### config.mk
export PLATFORM = sky130hd
export DESIGN_NAME = hwag_spi_tx_data_frame_flat
export DESIGN_NICKNAME = d
export VERILOG_FILES = /design/src/rtl/hwag_spi_tx_data_frame_if.sv /design/src/rtl/hwag_spi_tx_data_frame.sv /design/src/flat_wrapper.sv
export SDC_FILE = /design/constraint.sdc
export NUM_CORES = 1
export LEC_CHECK = 0
export ABC_AREA = 1
export CAP_MARGIN = 20
export CORE_ASPECT_RATIO = 0.9
export CORE_MARGIN = 10
export CORE_UTILIZATION = 49
export DETAILED_ROUTE_END_ITERATION = 10
export PLACE_DENSITY = 0.77
export REMOVE_ABC_BUFFERS = 1
export SYNTH_ARGS = -nofsm -noshare
export SYNTH_HDL_FRONTEND = slang
export SYNTH_SLANG_ARGS = --single-unit
### constraint.sdc
create_clock -name clk -period 1.9 [get_ports clk]
set_input_delay 0.19 -clock clk [delete_from_list [all_inputs] [get_ports clk]]
set_output_delay 0.19 -clock clk [all_outputs]
set_load 0.005 [all_outputs]
### src/rtl/hwag_spi_tx_data_frame_if.sv
// Request/response handshake between the rx frame checker and the tx frame builder.
interface hwag_spi_tx_data_frame_if;
  localparam int unsigned BYTE_W = 8;
  localparam int unsigned DATA_W = 32;

  logic              req_valid;
  logic [BYTE_W-1:0] req_cmd;
  logic [BYTE_W-1:0] req_addr;
  logic [DATA_W-1:0] req_data;
  logic              busy;
  logic              resp_ready;

  modport master (
    output req_valid, req_cmd, req_addr, req_data,
    input  busy, resp_ready
  );

  modport slave (
    input  req_valid, req_cmd, req_addr, req_data,
    output busy, resp_ready
  );
endinterface

### src/rtl/hwag_spi_tx_data_frame.sv
// HWAG SPI transmit frame builder: snapshots a request, computes CRC8 bit-serially,
// and commits [CMD][ADDR][DATA32][CRC] to a tx buffer only while SPI is deselected.
module hwag_spi_tx_data_frame #(
  parameter logic [7:0] CMD_READ = 8'h01
) (
  input  logic                    clk,
  input  logic                    nrst,
  input  logic                    spi_ss,
  input  logic                    spi_tx,
  hwag_spi_tx_data_frame_if.slave req,
  output logic [7:0]              rd_addr,
  input  logic [31:0]             rd_data,
  output logic [7:0]              spi_bus_in
);

  localparam int unsigned BYTE_W     = 8;
  localparam int unsigned DATA_W     = 32;
  localparam int unsigned FRAME_BITS = 2 * BYTE_W + DATA_W;
  localparam int unsigned TX_W       = FRAME_BITS + BYTE_W;
  localparam int unsigned CNT_W      = 6;
  localparam int unsigned IDX_W      = 3;

  localparam logic [BYTE_W-1:0] CRC_POLY = 8'h07;
  localparam logic [CNT_W-1:0]  LAST_BIT = CNT_W'(FRAME_BITS - 1);
  localparam logic [IDX_W-1:0]  IDX_MAX  = '1;

  typedef enum logic [1:0] {
    IDLE   = 2'd0,
    FETCH  = 2'd1,
    CRC    = 2'd2,
    COMMIT = 2'd3
  } state_t;

  state_t              state_q, state_d;
  logic [BYTE_W-1:0]   cmd_q, cmd_d;
  logic [BYTE_W-1:0]   addr_q, addr_d;
  logic [DATA_W-1:0]   data_q, data_d;
  logic [BYTE_W-1:0]   crc_q, crc_d;
  logic [CNT_W-1:0]    cnt_q, cnt_d;
  logic [TX_W-1:0]     tx_q, tx_d;
  logic [IDX_W-1:0]    idx_q, idx_d;
  logic [BYTE_W-1:0]   bus_q, bus_d;
  logic [BYTE_W-1:0]   rd_addr_q, rd_addr_d;
  logic                busy_q, busy_d;
  logic                resp_q, resp_d;

  logic [FRAME_BITS-1:0] work_bits;
  logic                  crc_bit;
  logic                  crc_fb;

  // Byte 0 is the command; index 7 is the overrun slot and reads as zero.
  function automatic logic [BYTE_W-1:0] tx_byte(input logic [TX_W-1:0]  tx_v,
                                                input logic [IDX_W-1:0] idx);
    case (idx)
      3'd0:    tx_byte = tx_v[55:48];
      3'd1:    tx_byte = tx_v[47:40];
      3'd2:    tx_byte = tx_v[39:32];
      3'd3:    tx_byte = tx_v[31:24];
      3'd4:    tx_byte = tx_v[23:16];
      3'd5:    tx_byte = tx_v[15:8];
      3'd6:    tx_byte = tx_v[7:0];
      default: tx_byte = '0;
    endcase
  endfunction

  assign work_bits = {cmd_q, addr_q, data_q};
  assign crc_bit   = work_bits[LAST_BIT - cnt_q];
  assign crc_fb    = crc_q[BYTE_W-1] ^ crc_bit;

  // State and datapath registers.
  always_ff @(posedge clk or negedge nrst) begin
    if (!nrst) begin
      state_q   <= IDLE;
      cmd_q     <= '0;
      addr_q    <= '0;
      data_q    <= '0;
      crc_q     <= '0;
      cnt_q     <= '0;
      tx_q      <= '0;
      idx_q     <= '0;
      bus_q     <= '0;
      rd_addr_q <= '0;
      busy_q    <= 1'b0;
      resp_q    <= 1'b0;
    end else begin
      state_q   <= state_d;
      cmd_q     <= cmd_d;
      addr_q    <= addr_d;
      data_q    <= data_d;
      crc_q     <= crc_d;
      cnt_q     <= cnt_d;
      tx_q      <= tx_d;
      idx_q     <= idx_d;
      bus_q     <= bus_d;
      rd_addr_q <= rd_addr_d;
      busy_q    <= busy_d;
      resp_q    <= resp_d;
    end
  end

  // Next-state and output logic; a new request always restarts the job.
  always_comb begin
    state_d   = state_q;
    cmd_d     = cmd_q;
    addr_d    = addr_q;
    data_d    = data_q;
    crc_d     = crc_q;
    cnt_d     = cnt_q;
    tx_d      = tx_q;
    idx_d     = idx_q;
    rd_addr_d = rd_addr_q;
    resp_d    = 1'b0;

    if (req.req_valid) begin
      cmd_d     = req.req_cmd;
      addr_d    = req.req_addr;
      data_d    = req.req_data;
      rd_addr_d = req.req_addr;
      state_d   = FETCH;
    end else begin
      case (state_q)
        IDLE: begin
          state_d = IDLE;
        end
        FETCH: begin
          if (cmd_q == CMD_READ) begin
            data_d = rd_data;
          end
          crc_d   = '0;
          cnt_d   = '0;
          state_d = CRC;
        end
        CRC: begin
          crc_d = {crc_q[BYTE_W-2:0], 1'b0} ^ (crc_fb ? CRC_POLY : BYTE_W'(0));
          cnt_d = cnt_q + CNT_W'(1);
          if (cnt_q == LAST_BIT) begin
            state_d = COMMIT;
          end
        end
        COMMIT: begin
          // Hold the result until the current frame is over.
          if (spi_ss) begin
            tx_d    = {cmd_q, addr_q, data_q, crc_q};
            resp_d  = 1'b1;
            state_d = IDLE;
          end
        end
        default: begin
          state_d = IDLE;
        end
      endcase
    end

    if (spi_ss) begin
      idx_d = '0;
    end else if (spi_tx && (idx_q != IDX_MAX)) begin
      idx_d = idx_q + IDX_W'(1);
    end

    bus_d  = tx_byte(tx_d, idx_d);
    busy_d = (state_d != IDLE);
  end

  assign rd_addr        = rd_addr_q;
  assign spi_bus_in     = bus_q;
  assign req.busy       = busy_q;
  assign req.resp_ready = resp_q;

endmodule

### src/flat_wrapper.sv
// flat-port wrapper written by rule: the top's interface ports become plain ports
module hwag_spi_tx_data_frame_flat 
#(
  parameter logic [7:0] CMD_READ = 8'h01
)
  (clk, nrst, spi_ss, spi_tx, rd_addr, rd_data, spi_bus_in, req_req_valid, req_req_cmd, req_req_addr, req_req_data, req_busy, req_resp_ready);
  hwag_spi_tx_data_frame_if req_i ();
  input  logic clk;
  input  logic nrst;
  input  logic spi_ss;
  input  logic spi_tx;
  output logic [7:0] rd_addr;
  input  logic [31:0] rd_data;
  output logic [7:0] spi_bus_in;
  input wire logic [$bits(req_i.req_valid)-1:0] req_req_valid;
  input wire logic [$bits(req_i.req_cmd)-1:0] req_req_cmd;
  input wire logic [$bits(req_i.req_addr)-1:0] req_req_addr;
  input wire logic [$bits(req_i.req_data)-1:0] req_req_data;
  output wire logic [$bits(req_i.busy)-1:0] req_busy;
  output wire logic [$bits(req_i.resp_ready)-1:0] req_resp_ready;
  assign req_i.req_valid = req_req_valid;
  assign req_i.req_cmd = req_req_cmd;
  assign req_i.req_addr = req_req_addr;
  assign req_i.req_data = req_req_data;
  assign req_busy = req_i.busy;
  assign req_resp_ready = req_i.resp_ready;
  hwag_spi_tx_data_frame #(.CMD_READ(CMD_READ)) u_core (.clk(clk), .nrst(nrst), .spi_ss(spi_ss), .spi_tx(spi_tx), .req(req_i), .rd_addr(rd_addr), .rd_data(rd_data), .spi_bus_in(spi_bus_in));
endmodule
* Word-level counts from Yosys, hierarchy flattened
Index checks and enable logic that the tools add are counted.
** Storage, ports and cells
- Register bits :: 133
- Output and inout bits :: 18
- Word-level logic and storage cells :: 60
** Cells by class
- $add $sub $neg :: 3
- $lt $le $gt $ge :: 1
- Equality and inequality tests :: 12
- Multiplexer cells :: 21
- Bitwise gates (word level) :: 3
- Reduce and logical (&&, ||, !) cells :: 9
** Operator list (number)
- $mux 56 :: 3
- $mux 32 :: 3
- $pmux 8 s7 :: 1
- $pmux 8 s2 :: 1
- $pmux 6 s2 :: 1
- $eq 3x3->1 const B :: 3
- $mux 3 :: 3
- $eq 8x1->1 const B :: 1
- $pmux 2 s4 :: 1
- $reduce_bool 2->1 :: 4
- $xor 8x8->8 :: 1
- $lt 6x7->1 const B :: 1
- $add 6x1->6 const B :: 1
- $bmux 1 s6 :: 1
- $eq 3x2->1 const B :: 2
- $eq 6x6->1 const B :: 1
- $mux 2 :: 3
- $sub 6x6->6 const A :: 1
- $eq 2x2->1 const B :: 2
- $mux 1 :: 4
- $reduce_and 2->1 :: 2
- $add 3x1->3 const B :: 1
- $eq 3x1->1 const B :: 1
- $logic_not 3->1 :: 1
- 6 further kinds :: 6

* Longest topological paths before layout
Gate-level depths: netlist (run 1).
- Depth after elaboration :: 7
- Mapped depth :: 14

* Worst setup path after synthesis (run 1)
No wires, ideal clock.
- Path type :: register to register
- Start point :: register u_core.idx_q[0]
- End point :: register u_core.bus_q[5], in the netlist u_core.spi_bus_in[5]
- Setup time :: 0.132 ns
- Arrival :: 1.727 ns
- Data required time :: 1.768 ns
- Slack :: 0.041 ns
- Stages on the path, launching flop included :: 13
- Buffers on the path :: 0
- Clock period less this slack :: 1.859 ns
- Cells stage by stage :: dfrtp_1 -> ha_1 -> ha_1 -> nor2_4 -> inv_2 -> o21ai_4 -> inv_2 -> nand3_1 -> inv_2 -> nand2_1 -> nand2_1 -> a21oi_1 -> nand4_1
** On the way
- Word-level cells in the longest chain between the ends :: 6
- Elaborated cells between the ends (all ways) :: 13
- Those cells by class :: add/sub (1); eq/ne (7); mux (3); reduce/logical (2)
** RTL lines
- from (decl) :: line hwag_spi_tx_data_frame.sv:41 : logic [IDX_W-1:0] idx_q, idx_d;
- from (signal assigned) :: line hwag_spi_tx_data_frame.sv:93 : idx_q <= idx_d;
- parallel branches: the longest is 2 deep, another holds $add 3x1->3
- $mux 3 * :: line hwag_spi_tx_data_frame.sv:156 : end else if (spi_tx && (idx_q != IDX_MAX)) begin
- $mux 3 * :: line hwag_spi_tx_data_frame.sv:154 : if (spi_ss) begin
- via u_core.idx_d[1] :: line hwag_spi_tx_data_frame.sv:41
- $eq 3x3->1 (tied with other cells) :: line hwag_spi_tx_data_frame.sv:54 : case (idx)
- $pmux 8 s7 * :: line hwag_spi_tx_data_frame.sv:54
- via u_core.bus_d[5] :: line hwag_spi_tx_data_frame.sv:42 : logic [BYTE_W-1:0] bus_q, bus_d;
- to (signal assigned) :: line hwag_spi_tx_data_frame.sv:94 : bus_q <= bus_d;
- to (decl) :: line hwag_spi_tx_data_frame.sv:42
Mark *: on every way through the listed nets, which the timed path passes.
A chain may end at the register's enable or synchronous reset.

* Worst setup path in the final report (run 1)
- Start point :: register u_core.idx_q[0]
- End point :: register u_core.bus_q[4], in the netlist u_core.spi_bus_in[4]
** On the way
- Word-level cells in the longest chain between the ends :: 6
- Elaborated cells between the ends (all ways) :: 13
- Those cells by class :: add/sub (1); eq/ne (7); mux (3); reduce/logical (2)
** RTL lines (line)
- parallel branches: the longest is 2 deep, another holds $add 3x1->3
- $mux 3 * :: hwag_spi_tx_data_frame.sv:156
- $mux 3 * :: hwag_spi_tx_data_frame.sv:154
- $eq 3x3->1 (tied with other cells) :: hwag_spi_tx_data_frame.sv:54
- $pmux 8 s7 * :: hwag_spi_tx_data_frame.sv:54
- via u_core.bus_d[4] :: hwag_spi_tx_data_frame.sv:42
Marks and branches as above.

==> results of run 1 <==
area by class of cell:
class / count / area (sq um)
Clock buffer: 25 / 515
Clock inverter: 4 / 45.0
Fill cell: 1002 / 4050
Inverter: 60 / 233
Multi-Input combinational cell: 559 / 2760
Sequential cell: 133 / 3330
Tap cell: 164 / 205
Timing Repair Buffer: 152 / 1550
power groups by stage:
stage | Clock [mW] | Combinational (mW) | Sequential [mW]
final | 3.13 | 2.40 | 3.67
after global routing | 3.26 | 2.65 | 3.72
after CTS | 3.13 | 2.22 | 3.64
after detailed placement | 0 | 2.15 | 3.68
after global placement | 0 | 2.11 | 3.66
after floorplan | 0 | 1.08 | 3.66
final timing paths:
check,startpoint,end,slack [ns],cells past startpoint
setup / recovery,u_core.idx_q[0]$_DFF_PN0_,u_core.spi_bus_in[4]$_DFF_PN0_,-0.15,11
setup reg to reg,u_core.idx_q[0]$_DFF_PN0_,u_core.spi_bus_in[4]$_DFF_PN0_,-0.15,11
hold / removal,req_req_valid,u_core.state_q[1]$_DFF_PN0_,0.16,4
max in group asynchronous,nrst,u_core.data_q[23]$_DFFE_PN0P_,1.08,3
hold reg to reg,u_core.tx_q[27]$_DFF_PN0_,u_core.tx_q[27]$_DFF_PN0_,0.48,2
min in group asynchronous,nrst,u_core.crc_q[6]$_DFFE_PN0P_,0.22,2
critical path: stages (launching register included):
cell     delay [ns]
dfrtp_1        0.41
ha_4           0.18
ha_4           0.16
nor2_4         0.14
inv_4          0.07
o21ai_4        0.29
nand2_2        0.15
nor2_4         0.17
inv_1          0.11
o21ai_2        0.15
a21oi_2        0.04
nand3_1        0.11
stage by stage:
| stage | TNS, ns | worst slack (ns) | power (mW) |
|---|---|---|---|
| after floorplan | -54.78 | -0.822 | 4.74 |
| after global placement | -0.663 | -0.0977 | 5.78 |
| after detailed placement | -1.11 | -0.153 | 5.83 |
| after CTS | -0.553 | -0.102 | 9.00 |
| after global routing | -1.78 | -0.255 | 9.62 |
| final | -0.906 | -0.150 | 9.20 |
flip-flops by register name, indices dropped and copies added, names as in the netlist:
signal / count
u_core.data_q: 32
u_core.cnt_q: 6
u_core.crc_q: 8
u_core.req.busy: 1
u_core.req.resp_ready: 1
u_core.rd_addr: 8
u_core.idx_q: 3
u_core.cmd_q: 8
u_core.state_q: 2
u_core.tx_q: 56
u_core.spi_bus_in: 8
layer usage:
layer / part of all wire / routed length [um] / up-vias
met1: 0.45 / 8500 / 2711
li1: - / - / 2802
met4: 0.029 / 550 / 0
met5: 0 / 0 / -
met2: 0.44 / 8270 / 260
met3: 0.078 / 1480 / 39
what timing repair did:
item                       4_1_cts  5_1_grt
hold endpoints to repair        21        0
setup endpoints to repair       40       38
setup buffers                    5        2
hold buffers                     1        0
gates resized for setup         16       38
pin swaps                       10       15
cloned                           1        1
layout by cell type, fill, tap and decap left out, types with 3 or more instances in the layout:
master	instances
a21oi_1	10
a21oi_2	3
a31oi_1	33
buf_12	6
buf_4	33
buf_6	7
clkbuf_16	18
clkbuf_8	6
clkdlybuf4s50_1	100
clkinv_2	3
dfrtp_1	132
ha_1	5
ha_4	3
inv_1	45
inv_2	10
inv_4	3
nand2_1	309
nand2_2	9
nand3_1	41
nand3_2	6
nand4_1	4
nor2_1	46
nor2_4	3
nor3_1	3
nor3_4	4
o211ai_1	5
o21ai_0	33
o21ai_1	13
o21ai_2	3
o22ai_1	6
or2_2	5
kinds of logic after synthesis:
kind of cell / share of synthesized area
simple gates: 0.286
flops: 0.523
compound gates: 0.108
buf+inv: 0.0657
fa+ha+maj: 0.0157
mux: 0.00157
==> results.ini, run 1 <==
[global_route]
grt_max_degree = 64
use_met1 = 0.267
overflow = 0
grt_pass1_vias = 5765
met2_usage = 0.308
use_met3 = 0.0626
antenna_found_initial = 0
grt_pass1_wl_um = 29600
grt_busiest_layer = met2
grt_usage = 0.205

[final_layout]
layout.nets = 1016
drive_above_1_share = 0.148
insertedDiodeCount = 0
finalInstanceArea_sq_um = 8640
fin_cells = 1097
area_growth_pct = 35.8
final_util = 0.681

[hold_path]
hold_path.class = in -> reg

[clock_network]
clock_latency_ns = 0.42
clock_sinks = 133
cts_root_buf = clkbuf_16
cts_buffers = 17
htree_num_levels = 4
cts_tree = yes
clk_path_buf_depth = 2
clk_pin_slew_ns = 0.06

[pwr]
seqPwrFrac = 0.398
leakage_nw = 4.12
power.switching_mw = 2.83
powerDensity_nw_per_um2 = 1070
switching_share = 0.308
p_comb_frac = 0.261
vdd_drop_max_mv = 0.687
p_int_mw = 6.37
power_frac_clock = 0.340

[critical_path]
cp.arrival_ns = 2.40
end_kind = register
crit_path_start_kind = register
cp_max_fo = 5
cp.required_ns = 2.25
critPathKind = reg -> reg

[synth]
synth_top_cell_area_share = 0.523
synth.avg_cell_area_sq_um = 8.08
ys_top_cells_by_area = dfrtp_1 (52%), nand2_1 (19%), nand3_1 (3.8%)
yosysSeqAreaShare = 0.523
synthCells = 787
yosysWarnings = 0
synth_ff_type = dfrtp_1
synth-edff-count = 0
yosysMostFrequentCell = nand2_1
synth-async-reset-ratio = 1.00
synth_area_sq_um = 6360
synth_top_area_cell = dfrtp_1
ys_ff_latch = 133
synth_cell_type_count = 35
synthTopCellsByCount = nand2_1 (315), dfrtp_1 (133), inv_1 (48), nand3_1 (48), nor2_1 (48)

[die]
core.rowCount = 39
start_util = 0.501
die_w_um = 140
fp.dieH_um = 128
core_area_sq_um = 12700
boundaryPins = 103
dieArea_sq_um = 17900

[drt]
drtPass1Iterations = 5
routed_wl_um = 18800
via_count = 5812
via_per_inst = 5.30
drt_iter0_markers = 572
post_drt_wl_per_cell_um = 17.1
ant_nets = 0
route.detailed.drc = 0

[timing]
period_needed_ns = 2.05
fin_hold_ws_ns = 0.157
rsz0062_at_grt = true
fmax_mhz = 488
setup_violations = 8
fin_crit_sh = 1.08
slew_headroom = 0.605
tightest_slew_ns = 0.593
hold_viol_final = 0
drv_slew = 0
finalWorstSetupSlack_ns = -0.150
finClkSkew_ns = 0.00455

[place]
place_inst = 1059
placed_area_sq_um = 7770
numPortBuffers = 102
dpl.hpwl_um = 13300
place.gp.congestion = 0.945

[status]
status = complete, but fails checks
violations = setup timing

[job]
maxCapViolCount = 0

Note: power is estimated with default switching activity, not from simulation.
==> run 2, diff against run 1 <==
--- a/config.mk
+++ b/config.mk
@@ -7,11 +7,11 @@
 export LEC_CHECK = 0
 export ABC_AREA = 1
 export CAP_MARGIN = 20
-export CORE_ASPECT_RATIO = 0.9
+export CORE_ASPECT_RATIO = 0.6
 export CORE_MARGIN = 10
-export CORE_UTILIZATION = 49
+export CORE_UTILIZATION = 54
 export DETAILED_ROUTE_END_ITERATION = 10
-export PLACE_DENSITY = 0.77
+export PLACE_DENSITY_LB_ADDON = 0.25
 export REMOVE_ABC_BUFFERS = 1
 export SYNTH_ARGS = -nofsm -noshare
 export SYNTH_HDL_FRONTEND = slang
==> constraint.sdc (replaced) <==
create_clock -name clk -period 2.05 [get_ports clk]
set_input_delay 0.205 -clock clk [delete_from_list [all_inputs] [get_ports clk]]
set_output_delay 0.205 -clock clk [all_outputs]
set_load 0.005 [all_outputs]
==> run 2 against run 1 <==
  * The run still ends with setup timing left
  * Critical path depth increased by 3
  * Routed wire length rose by 6.9%
  * Die area is 7.1% lower
  * Clock skew up 0.0013 ns
  * Clock power rose by 6%
  * Fmax is 4.3% lower
  * Worst setup slack improved by 0.057 ns
  * Design area is 0.90% lower
  * Critical endpoint is now u_core.spi_bus_in[5]$_DFF_PN0_
  * Largest power group unchanged
==> results.ini, run 2 (synthesis results as in run 1) <==
[pwr]
leakage_nw = 4.08  ; -1.1%
seqPwrFrac = 0.384  ; -0.014
p_comb_frac = 0.242  ; -0.019
power_frac_clock = 0.374  ; +0.034
vdd_drop_max_mv = 0.577  ; -16%
switching_share = 0.307  ; -0.000925
powerDensity_nw_per_um2 = 1040  ; -2.7%
power.switching_mw = 2.72  ; -3.9%
p_int_mw = 6.15  ; -3.5%

[place]
place_inst = 1034  ; -2.4%
dp_slack_ns = -0.0406  ; +0.112 ns
numPortBuffers = 102  ; unchanged
place.gp.congestion = 0.936  ; -1.0%
dpl.hpwl_um = 14100  ; +5.6%

[critical_path]
cp_num_buf_inv = 4  ; +2
crit_chain = ha_2 -> ha_4 -> nor2_4 -> inv_4 -> nand2_1 -> nand2_2 -> nand2_4 -> inv_4 -> nor3_4 -> buf_12 -> nand2_1 -> o21ai_1 -> inv_1 -> nand4_1
end_kind = register
critPathKind = reg -> reg
cp.arrival_ns = 2.49  ; +0.09 ns
slowest_delay_ns = 0.39  ; -0.02 ns
cp.required_ns = 2.40  ; +0.15 ns
rrSetupSlack_ns = -0.09  ; +0.06 ns
crit_path_start_kind = register
startpoint = u_core.idx_q[1]$_DFF_PN0_
slowest_stage = dfrtp_1
cp_top_family = simple AND/OR/NAND/NOR gates
cp_max_fo = 8  ; +3
r2r-start = u_core.idx_q[1]$_DFF_PN0_

[clock_network]
cts_tree = yes
clock_sinks = 133  ; unchanged
clk_pin_slew_ns = 0.06  ; about the same
cts_buffers = 17  ; unchanged
cts_root_buf = clkbuf_16
clk_path_buf_depth = 2  ; unchanged
clock_latency_ns = 0.42  ; about the same
htree_num_levels = 4  ; unchanged

[final_layout]
fin_cells = 1087  ; -0.91%
final_common_cell = nand2_1
largest_register_ffs = 56  ; unchanged
insertedDiodeCount = 0  ; unchanged
reg_top3 = u_core.tx_q (56), u_core.data_q (32)
final_util = 0.750  ; +0.0693
drive_above_1_share = 0.126  ; -0.0217
top_register = u_core.tx_q
final_cell_mix = nand2_1 (312), dfrtp_1 (132), clkdlybuf4s50_1 (100)
layout.nets = 1008  ; -0.79%
area_growth_pct = 34.5

[timing]
hold_viol_final = 0  ; unchanged
fin_setup_tns_ns = -0.237  ; +0.669 ns
tightest_slew_ns = 0.528  ; -0.0648 ns
setup_violations = 6  ; -2
fin_hold_ws_ns = 0.195  ; +0.0375 ns
period_needed_ns = 2.14  ; +0.0929 ns
fmax_mhz = 467  ; -4.3%
finalWorstSetupSlack_ns = -0.0932  ; +0.0571 ns
fin_crit_sh = 1.05  ; -0.0336
rsz0062_at_grt = true
drv_slew = 0  ; unchanged
finClkSkew_ns = 0.00581  ; +0.00126 ns
slew_headroom = 0.648  ; +0.0432

[die]
dieArea_sq_um = 16700  ; -7.1%
boundaryPins = 103  ; unchanged
core_area_sq_um = 11400  ; -10%
die_w_um = 160  ; +14%
core.rowCount = 30  ; -23%
start_util = 0.557  ; +0.0561
fp.dieH_um = 104  ; -19%

[drt]
post_drt_wl_per_cell_um = 18.5  ; +7.9%
via_count = 6068  ; +4.4%
drt_iter0_markers = 615  ; +7.5%
routed_wl_um = 20100  ; +6.9%
route.detailed.drc = 0  ; unchanged
via_per_inst = 5.58  ; +5.4%
ant_nets = 0  ; unchanged
drtPass1Iterations = 5  ; unchanged

[hold_path]
hold_path.class = in -> reg
min_from = req_req_valid

[global_route]
grt_max_degree = 61  ; -4.7%
antenna_found_initial = 0  ; unchanged
grt_pass1_wl_um = 31300  ; +5.8%
grt_usage = 0.234  ; +0.0289
overflow = 0  ; unchanged
grt_pass1_vias = 5950  ; +3.2%

[job]
maxCapViolCount = 0  ; unchanged

[status]
status = complete, but fails checks
violations = setup timing

-- run 2: cell count changes in the layout (fill, tap and decap cells not counted), sizes merged --
| cell | previous run | this run |
|---|---|---|
| clkinv | 5 | 8 |
| bufinv | 1 | 5 |
| clkinvlp | 0 | 3 |
| clkbuf | 26 | 18 |
| buf | 50 | 42 |
-- run 2: worst reg2reg max path, cell delays in order, from the launching register on --
cell     delay, ns
dfrtp_1       0.39
ha_2          0.21
ha_4          0.16
nor2_4        0.15
inv_4         0.08
nand2_1       0.08
nand2_2       0.09
nand2_4       0.13
inv_4         0.07
nor3_4        0.23
buf_12        0.16
nand2_1       0.06
o21ai_1       0.09
inv_1         0.07
nand4_1       0.11
-- run 2: power groups by stage --
stage | combinational (mW) | sequential [mW] | clock (mW)
after floorplan | 0.998 | 3.39 | 0
after global placement | 1.90 | 3.41 | 0
after detailed placement | 1.96 | 3.43 | 0
after CTS | 2.01 | 3.39 | 3.32
after global routing | 2.36 | 3.44 | 3.43
final | 2.14 | 3.41 | 3.32
-- run 2: repair_timing --
action / in CTS / in global routing
cloned: 0 / 1
setup endpoints to repair: 7 / 42
endpoints found under the hold margin: 34 / 0
pin swaps: 7 / 24
hold buffers: 1 / 0
buffers inserted: 3 / 19
resized for setup: 5 / 24
-- run 2: through the flow --
step	power (mW)	cell area [sq um]
after global placement	5.31	7620
after detailed placement	5.39	7620
after floorplan	4.39	6170
after global routing	9.23	8560
final	8.87	8560
after CTS	8.72	8320
-- run 2: final timing paths --
check	end	cells after the start
min reg2reg	u_core.tx_q[16]$_DFF_PN0_	2
min in group asynchronous	u_core.rd_addr[2]$_DFFE_PN0P_	2
min	u_core.data_q[1]$_DFFE_PN0P_	3
max in group asynchronous	u_core.cnt_q[2]$_DFFE_PN0P_	3
max reg2reg	u_core.spi_bus_in[5]$_DFF_PN0_	14
max	u_core.spi_bus_in[5]$_DFF_PN0_	14
-- run 2: metal layers --
metal,part of all wire,up-vias,wire length [um],global-route usage
met4,0.028,0,554,0.0888
met5,0,-,0,0
met2,0.43,383,8620,0.332
met3,0.12,46,2460,0.0850
met1,0.42,2840,8450,0.317
li1,-,2799,-,-
-- run 2: cell type report --
type                    instances  area (sq um)
clock inverters                14           210
well taps                     160           200
fillers                       815          2850
clock buffers                  17           425
multi-input cells             559          2690
repair buffers                144          1480
flip-flops and latches        133          3330
inverters                      60           230
==> patch: new RTL, flow settings as in run 1 <==
Change the localparam `CNT_W` from 6 to 12.
--- a/src/rtl/hwag_spi_tx_data_frame.sv
+++ b/src/rtl/hwag_spi_tx_data_frame.sv
@@ -19,3 +19,3 @@
   localparam int unsigned TX_W       = FRAME_BITS + BYTE_W;
-  localparam int unsigned CNT_W      = 6;
+  localparam int unsigned CNT_W      = 12;
   localparam int unsigned IDX_W      = 3;
Behaviour: no difference found for any inputs over 4 cycles, from zero or initial values and one cycle with nrst low; that may be too few to reach the edited logic, so the function may still have changed.
==> patch against run 1 <==
  * The run still ends with setup timing left
  * Utilization rose by 1.5 points
  * Wire length up 9.5%
  * Sequential share of layout area is 0.81 points lower
  * Setup slack gained 0.0043 ns
  * Area after synthesis grew 3.9%
  * Count of clock-buffer cells in the layout down 7
  * Fmax grew 0.21%
  * Sequential power increased by 3%
  * Cell area increased by 6.8%
  * Worst hold slack gained 0.093 ns
  * Power grew 4.9%
  * Sequential cell count grew 6
  * Largest power group unchanged
==> patch: results <==
[place]
dpl_cell_area_um2 = 8119
place_ws_ns = -0.3175

[sta]
worst_slew_pin_slew_ns = 0.6202
skew_ns = 0.008570
fin_tns_setup_ns = -0.9526
worst_slack_ns = -0.1460
setup_viol = 9

[clock_tree]
ctsResizeCount = 25

[grt]
grt_pass1_vias = 5905
met1_usage = 0.2765
gr-usage-met2 = 0.3236
grt_use_met3 = 0.06429

[outcome]
status = finished, violations left
violations = setup timing

[yosys]
postSynthCellCount = 796
netlist_top_cells_count = nand2_1, dfrtp_1, nor2_1, inv_1, o21ai_0
synthTopCellsByArea = dfrtp_1, nand2_1, o21ai_0
synth-seq-area-share = 0.5265
synth_compound_area_frac = 0.1326

[routing]
met2_wirelength_um = 9519
routed_wirelength_um = 20570
num_vias = 6097
drt_pass1_iterations = 6
wl_met1_um = 8962

[power]
leakagePower_uw = 0.004359
worst_ir_drop_vdd_uv = 807.8

[finish]
design_area_um2 = 9223
buffer_area_frac = 0.1891
layout.clock_buffers = 18
multi_input_area_um2 = 2925
largestRegisters = u_core.tx_q (56), u_core.data_q (32), u_core.cnt_q (12)
layout-drive-gt1-share = 0.1713
n_fill_cell = 960

[die]
dieArea_um2 = 18530

[critical_path]
critPathMaxFanout = 6

[worst_hold_path]
hp-class = in2async
patch: cell count changes in the layout (fill, tap and decap cells not counted), sizes merged, moves of 5 or more:
cell,run 1,this run
buf,50,64
a21oi,14,26
nor2,51,60
nand3,48,37
dfrtp,133,139
nand2,319,286
a22o,2,12
inv,58,65
o21ai,51,56
patch: how the worst max path moves through the flow:
stage                            from                    to  slack, ns  depth (start not counted)
detailed placement    u_core.idx_q[0]  u_core.spi_bus_in[7]      -0.32                         10
global route          u_core.idx_q[1]  u_core.spi_bus_in[0]      -0.24                         12
global placement      u_core.idx_q[0]  u_core.spi_bus_in[7]      -0.23                         10
floorplan           u_core.state_q[1]      u_core.data_q[0]      -0.82                          5
finish                u_core.idx_q[0]  u_core.spi_bus_in[0]      -0.15                         12
CTS                   u_core.idx_q[0]  u_core.spi_bus_in[7]      -0.16                         12
patch: power breakdown:
part / switching, uW / internal (uW) / leakage, uW
Sequential: 285 / 3510 / 0.00173
Combinational: 1440 / 1020 / 0.00233
Clock: 1300 / 2100 / 0.000297
